[config.mk]
export PLATFORM = sky130hd
export DESIGN_NAME = if_fetch_stage
export DESIGN_NICKNAME = d
export VERILOG_FILES = /design/src/rtl/if_fetch_stage_pkg.sv /design/src/rtl/if_fetch_buffer.sv /design/src/rtl/if_fetch_stage.sv
export SDC_FILE = /design/constraint.sdc
export NUM_CORES = 1
export LEC_CHECK = 0
export BUFFER_PORTS_ARGS = -buffer_cell sky130_fd_sc_hd__buf_2
export CORE_MARGIN = 1.5
export CORE_UTILIZATION = 25
export CTS_CLUSTER_DIAMETER = 60
export DETAILED_ROUTE_END_ITERATION = 6
export SLEW_MARGIN = 20
export SYNTH_ARGS = -nofsm -noshare
export SYNTH_HDL_FRONTEND = slang
export SYNTH_SLANG_ARGS = --single-unit
[constraint.sdc]
create_clock -name clk -period 6.1 [get_ports clk]
set_clock_uncertainty 0.2 [all_clocks]
set_input_delay 0.305 -clock clk [delete_from_list [all_inputs] [get_ports clk]]
set_output_delay 0.305 -clock clk [all_outputs]
set_load 0.02 [all_outputs]
[src/rtl/if_fetch_stage_pkg.sv]
// Shared defines for the instruction-fetch stage: widths, fetch FSM encoding and the NOP word.
// Imported by if_fetch_stage and if_fetch_buffer.
package if_fetch_stage_pkg;

    localparam int ADDRESS_LEN     = 32;
    localparam int INSTRUCTION_LEN = 32;

    typedef logic [ADDRESS_LEN-1:0]     addr_t;
    typedef logic [INSTRUCTION_LEN-1:0] instr_t;

    localparam instr_t NOP     = 32'h0000_0000;
    localparam addr_t  PC_STEP = 32'd4;

    // FETCH: request outstanding; HOLD: word parked in buffer; KILL: stale request draining
    typedef enum logic [1:0] {
        FETCH = 2'd0,
        HOLD  = 2'd1,
        KILL  = 2'd2
    } fetch_state_e;

    // Sequential next address, modulo 2^32
    function automatic addr_t pc_inc(input addr_t a);
        return a + PC_STEP;
    endfunction

endpackage

[src/rtl/if_fetch_buffer.sv]
// One-entry holding register for an instruction word and its fetch address.
// Clear wins over load; only the full flag is reset, the payload is qualified by it.
module if_fetch_buffer
    import if_fetch_stage_pkg::*;
(
    input  logic   clk,
    input  logic   rst,
    input  logic   load_i,
    input  logic   clear_i,
    input  instr_t instr_i,
    input  addr_t  addr_i,
    output logic   full_o,
    output instr_t instr_o,
    output addr_t  addr_o
);

    logic   full_q, full_d;
    instr_t instr_q;
    addr_t  addr_q;

    always_comb begin
        full_d = full_q;
        if (clear_i) begin
            full_d = 1'b0;
        end else if (load_i) begin
            full_d = 1'b1;
        end
    end

    always_ff @(posedge clk or posedge rst) begin
        if (rst) begin
            full_q <= 1'b0;
        end else begin
            full_q <= full_d;
        end
    end

    always_ff @(posedge clk) begin
        if (load_i && !clear_i) begin
            instr_q <= instr_i;
            addr_q  <= addr_i;
        end
    end

    assign full_o  = full_q;
    assign instr_o = instr_q;
    assign addr_o  = addr_q;

endmodule

[src/rtl/if_fetch_stage.sv]
// Instruction-fetch stage: request/ack memory handshake, freeze buffering and branch redirect.
// Optional macro IF_PERF_COUNTERS_EN adds fetch_count / stall_count outputs.
module if_fetch_stage
    import if_fetch_stage_pkg::*;
(
    input  logic                       clk,
    input  logic                       rst,
    input  logic                       freeze,
    input  logic                       branch_taken,
    input  logic [ADDRESS_LEN-1:0]     branch_address,
    output logic                       imem_req,
    output logic [ADDRESS_LEN-1:0]     imem_addr,
    input  logic                       imem_ack,
    input  logic [INSTRUCTION_LEN-1:0] imem_rdata,
    output logic [ADDRESS_LEN-1:0]     PC,
    output logic [INSTRUCTION_LEN-1:0] Instruction,
    output logic                       valid
`ifdef IF_PERF_COUNTERS_EN
    ,
    output logic [31:0]                fetch_count,
    output logic [31:0]                stall_count
`endif
);

    fetch_state_e state_q, state_d;
    addr_t        fetch_pc_q, fetch_pc_d;
    addr_t        stale_addr_q, stale_addr_d;
    addr_t        pc_q, pc_d;
    instr_t       instr_q, instr_d;
    logic         valid_q, valid_d;

    logic         buf_load, buf_clear, buf_full;
    instr_t       buf_instr;
    addr_t        buf_addr;

    logic         deliver;
    instr_t       deliver_instr;
    addr_t        deliver_addr;

    if_fetch_buffer u_buffer (
        .clk     (clk),
        .rst     (rst),
        .load_i  (buf_load),
        .clear_i (buf_clear),
        .instr_i (imem_rdata),
        .addr_i  (fetch_pc_q),
        .full_o  (buf_full),
        .instr_o (buf_instr),
        .addr_o  (buf_addr)
    );

    always_comb begin
        state_d       = state_q;
        fetch_pc_d    = fetch_pc_q;
        stale_addr_d  = stale_addr_q;
        buf_load      = 1'b0;
        buf_clear     = 1'b0;
        deliver       = 1'b0;
        deliver_instr = imem_rdata;
        deliver_addr  = fetch_pc_q;

        case (state_q)
            FETCH: begin
                if (branch_taken) begin
                    fetch_pc_d = branch_address;
                    // The in-flight request cannot be withdrawn; drain it under its old address.
                    if (!imem_ack) begin
                        stale_addr_d = fetch_pc_q;
                        state_d      = KILL;
                    end
                end else if (imem_ack) begin
                    fetch_pc_d = pc_inc(fetch_pc_q);
                    if (freeze) begin
                        buf_load = 1'b1;
                        state_d  = HOLD;
                    end else begin
                        deliver = 1'b1;
                    end
                end
            end
            HOLD: begin
                if (branch_taken) begin
                    buf_clear  = 1'b1;
                    fetch_pc_d = branch_address;
                    state_d    = FETCH;
                end else if (!freeze && buf_full) begin
                    deliver       = 1'b1;
                    deliver_instr = buf_instr;
                    deliver_addr  = buf_addr;
                    buf_clear     = 1'b1;
                    state_d       = FETCH;
                end
            end
            KILL: begin
                if (branch_taken) begin
                    fetch_pc_d = branch_address;
                end
                if (imem_ack) begin
                    state_d = FETCH;
                end
            end
            default: begin
                state_d = FETCH;
            end
        endcase
    end

    // Output register: branch flushes even under freeze, freeze otherwise holds everything.
    always_comb begin
        pc_d    = pc_q;
        instr_d = instr_q;
        valid_d = valid_q;
        if (branch_taken) begin
            valid_d = 1'b0;
            instr_d = NOP;
        end else if (deliver) begin
            valid_d = 1'b1;
            instr_d = deliver_instr;
            pc_d    = pc_inc(deliver_addr);
        end else if (!freeze) begin
            valid_d = 1'b0;
            instr_d = NOP;
        end
    end

    always_ff @(posedge clk or posedge rst) begin
        if (rst) begin
            state_q    <= FETCH;
            fetch_pc_q <= '0;
            pc_q       <= '0;
            instr_q    <= NOP;
            valid_q    <= 1'b0;
        end else begin
            state_q    <= state_d;
            fetch_pc_q <= fetch_pc_d;
            pc_q       <= pc_d;
            instr_q    <= instr_d;
            valid_q    <= valid_d;
        end
    end

    always_ff @(posedge clk) begin
        stale_addr_q <= stale_addr_d;
    end

    assign imem_req    = !rst && (state_q != HOLD);
    assign imem_addr   = (state_q == KILL) ? stale_addr_q : fetch_pc_q;
    assign PC          = pc_q;
    assign Instruction = instr_q;
    assign valid       = valid_q;

`ifdef IF_PERF_COUNTERS_EN
    logic [31:0] fetch_count_q, fetch_count_d;
    logic [31:0] stall_count_q, stall_count_d;

    always_comb begin
        fetch_count_d = fetch_count_q + {31'd0, (deliver && !branch_taken)};
        stall_count_d = stall_count_q + {31'd0, freeze};
    end

    always_ff @(posedge clk or posedge rst) begin
        if (rst) begin
            fetch_count_q <= '0;
            stall_count_q <= '0;
        end else begin
            fetch_count_q <= fetch_count_d;
            stall_count_q <= stall_count_d;
        end
    end

    assign fetch_count = fetch_count_q;
    assign stall_count = stall_count_q;
`endif

endmodule
==> results.sh <==
export IMPL_maxSlewHeadroom=0.306
export IMPL_clock_path_buffers=2
export IMPL_die_h_um=198
export IMPL_grt_pass1_vias=7365
export IMPL_coreArea_mm2=0.0376
export IMPL_clock_latency_ns=0.46
export IMPL_worst_pin_slew_ns=1.04
export IMPL_netlist_instances=875
export IMPL_synth_warnings=0
export IMPL_grt_max_degree=69
export IMPL_required_ns=6.25
export IMPL_status="finished, final reports clean"
export IMPL_fillers=3852
export IMPL_syn_nets=949
export IMPL_synth_compound_area_frac=0.134
export IMPL_end_kind="flop"
export IMPL_p_per_area_mw_per_mm2=464
export IMPL_holdBufCountCts=56
export IMPL_nNetsFinal=1139
export IMPL_hold_path_class="in2reg"
export IMPL_grt_setup_unrepaired="no"
export IMPL_vdd_ir_drop_worst_uv=212
export IMPL_boundaryPins=167
export IMPL_yosys_cell_types_count=57
export IMPL_setup_viol=0
export IMPL_cp_max_fo=58
export IMPL_gp_congestion=0.858
export IMPL_synth_simple_area_share=0.149
export IMPL_n_antenna_cell=0
export IMPL_critical_path_buf_inv_count=2
export IMPL_dp_cells=1501
export IMPL_min_period_ns=3.74
export IMPL_multi_input_area_mm2=0.00387
export IMPL_synth_xor_area_frac=0.0147
export IMPL_max_cap_violations=0
export IMPL_antenna_left=0
export IMPL_synth_top_family_by_area="simple AND/OR/NAND/NOR gates"
export IMPL_synthFlopType="dfrtp_1"
export IMPL_dpl_hpwl_um=20100
export IMPL_num_vias=7680
export IMPL_crit_top_cell="nand2_1"
export IMPL_async_flop_share=0.510
export IMPL_post_synth_fa_ha_maj_area_fraction=0.00658
export IMPL_wl_per_cell_um=18.1
export IMPL_path_class="reg2reg"
export IMPL_grt_use_met3=0.0303
export IMPL_portBuffers=166
export IMPL_core_rowCount=71
export IMPL_area_growth_syn_to_layout_pct=26.2
export IMPL_clk_pin_slew_worst_paths_ns=0.09
export IMPL_grtUsageMet1=0.215
export IMPL_htree_levels=4
export IMPL_antenna_found_initial=0
export IMPL_critPathLaunchType="flop"
export IMPL_die_w_um=198
export IMPL_seq_area_mm2=0.00539
export IMPL_worst_path_max_delay_cell="buf_4"
export IMPL_fp_dieArea_mm2=0.0392
export IMPL_drt_pre_antenna_iters=5
export IMPL_cts_buffers_inserted=17
export IMPL_post_cts_buffers=0
export IMPL_dr_first_iter_drc_count=531
export IMPL_hold_viol_final=0
export IMPL_p_leak_uw=0.00492
export IMPL_busiest_layer="met2"
export IMPL_crit_arrival_ns=3.89
export IMPL_worstPathCellList="inv_1 > ha_1 > nor4bb_4 > buf_4 > nand2_1 > nand2_1 > ha_1 > nand2_1 > nor4_1 > a41oi_1 > o311a_1 > a221o_1"
export IMPL_clock_sinks=196
export IMPL_report_final_slew_viol_count=0
export IMPL_synth_seq_cells=196
export IMPL_cp_slowest_stage_delay_ns=0.61
export IMPL_grt_pass1_wl_um=44200
export IMPL_drc=0
export IMPL_setup_tns_final_ns=0
export IMPL_synth_area_mm2=0.00951
export IMPL_use_met2=0.224
export IMPL_synth_area_leaders="edfxtp_1, dfrtp_1, mux2i_1"
export IMPL_drive_gt1_frac=0.239
export IMPL_cts_tree="yes"
export IMPL_cts_root_buf="clkbuf_16"
export IMPL_fmax_mhz=267
export IMPL_grt_use_total=0.148
export IMPL_critPathTopFamily="simple AND/OR/NAND/NOR gates"
export IMPL_synth_top_area_cell="edfxtp_1"
export IMPL_avgSynthCellArea_um2=10.9
export IMPL_synth_top_area_frac=0.303
export IMPL_muxShareOfSynthArea=0.0969
export IMPL_cts_resized=0
export IMPL_grt_overflow_total=0
export IMPL_routed_wl_um=28800
export IMPL_stdcell_count=1589
export IMPL_seq_area_frac_synth=0.566
export IMPL_vias_per_cell=4.83
export IMPL_initial_core_util=0.253
export IMPL_period_share=0.613
export IMPL_synth_edff_count=96
## power breakdown
group	switching (uW)	internal, uW	total, uW
registers	425	1780	2200
logic	1410	831	2240
clock network	563	565	1130
## cell usage in the layout, fill, tap and decap left out, drive strengths merged, types with 11 or more instances in the layout
master and count:
buf 178, nand2 128, dfrtp 100, edfxtp 96, o21ai 76, dlygate4sd3 56, mux2i 55, a21oi 34
nor2 34, nand3 33, mux2 33, nand4 26, nor3 24, clkbuf 18, inv 17, o22ai 15
and3 14, a2bb2oi 14, xnor2 11
## cell usage after synthesis, types with 3 or more instances
cell type	n
or4_1	3
a221o_1	3
o311a_1	3
nor3_1	24
xnor2_1	11
or3_1	3
buf_2	11
a32oi_1	4
nor2b_1	3
o21ai_0	76
nand4_1	26
dfrtp_1	100
nand3_1	33
edfxtp_1	96
o211ai_1	6
a2bb2oi_1	13
a41oi_1	3
nor4_1	9
buf_1	7
o221ai_1	4
nand2_1	128
clkbuf_1	40
a211o_1	6
o22a_1	3
nor2_1	34
a21oi_1	34
o22ai_1	15
inv_1	10
xor2_1	5
mux2_2	33
mux2i_1	55
ha_1	5
o31ai_1	5
buf_4	5
and4_1	4
a31oi_1	9
and3_1	14
and2_1	6
## cell type report
| class | instances | area share |
|---|---|---|
| Clock buffer | 18 | 0.0375 |
| Tap cell | 511 | 0.0533 |
| Clock inverter | 14 | 0.0110 |
| Timing Repair Buffer | 234 | 0.123 |
| Multi-Input combinational cell | 606 | 0.323 |
| Sequential cell | 196 | 0.449 |
| Inverter | 10 | 0.00334 |
## registers in the layout, indices dropped and copies added, names as in the netlist
signal            count
Instruction          32
PC                   32
fetch_pc_q           32
stale_addr_q         32
state_q               2
u_buffer.addr_o      32
u_buffer.full_o       1
u_buffer.instr_o     32
valid                 1
## kinds of logic after synthesis
family,Yosys count
buffers and inverters,73
AO/OA/AOI/OAI,200
flip-flops,196
XOR/XNOR,16
multiplexers,88
adder cells (fa/ha/maj),5
AND/OR/NAND/NOR,297
## tightest hold or removal path, cell delays in order
cell and delay, ns:
buf_2 0.09, a22oi_1 0.07, o211ai_1 0.15
## metal layers
metal,part of all wire,vias to the layer above
li1,-,3656
met2,0.44,279
met1,0.49,3737
met5,0,-
met3,0.060,8
met4,0.0084,0
## stage by stage
| stage | power [uW] | setup WS [ns] | utilization | hold WS, ns | instance area [um2] |
|---|---|---|---|---|---|
| 2_1_floorplan | 3600 | 1.69 | - | 0.204 | 9510 |
| 3_3_place_gp | 4430 | 2.46 | 0.289 | 0.172 | 10900 |
| 3_5_place_dp | 4470 | 2.38 | 0.289 | 0.166 | 10900 |
| 4_1_cts | 5640 | 2.37 | 0.319 | 0.00515 | 12000 |
| 5_1_grt | 5940 | 1.99 | 0.319 | 0.0276 | 12000 |
| 6_report | 5570 | 2.36 | 0.319 | 0.0137 | 12000 |
## path summary, 6_finish.rpt
path	slack (ns)	depth (start not counted)	start	to
setup / recovery	2.36	12	state_q[1]$_DFFE_PP0P_	PC[30]$_DFFE_PP0P_
hold / removal	0.01	3	branch_address[21]	fetch_pc_q[21]$_DFFE_PP0P_
setup reg to reg	2.36	12	state_q[1]$_DFFE_PP0P_	PC[30]$_DFFE_PP0P_
hold reg to reg	0.27	2	Instruction[18]$_DFFE_PP0P_	Instruction[18]$_DFFE_PP0P_
max in group asynchronous	4.12	4	rst	fetch_pc_q[4]$_DFFE_PP0P_
min in group asynchronous	0.23	3	rst	Instruction[25]$_DFFE_PP0P_
Note: power is estimated with default switching activity, not from simulation.
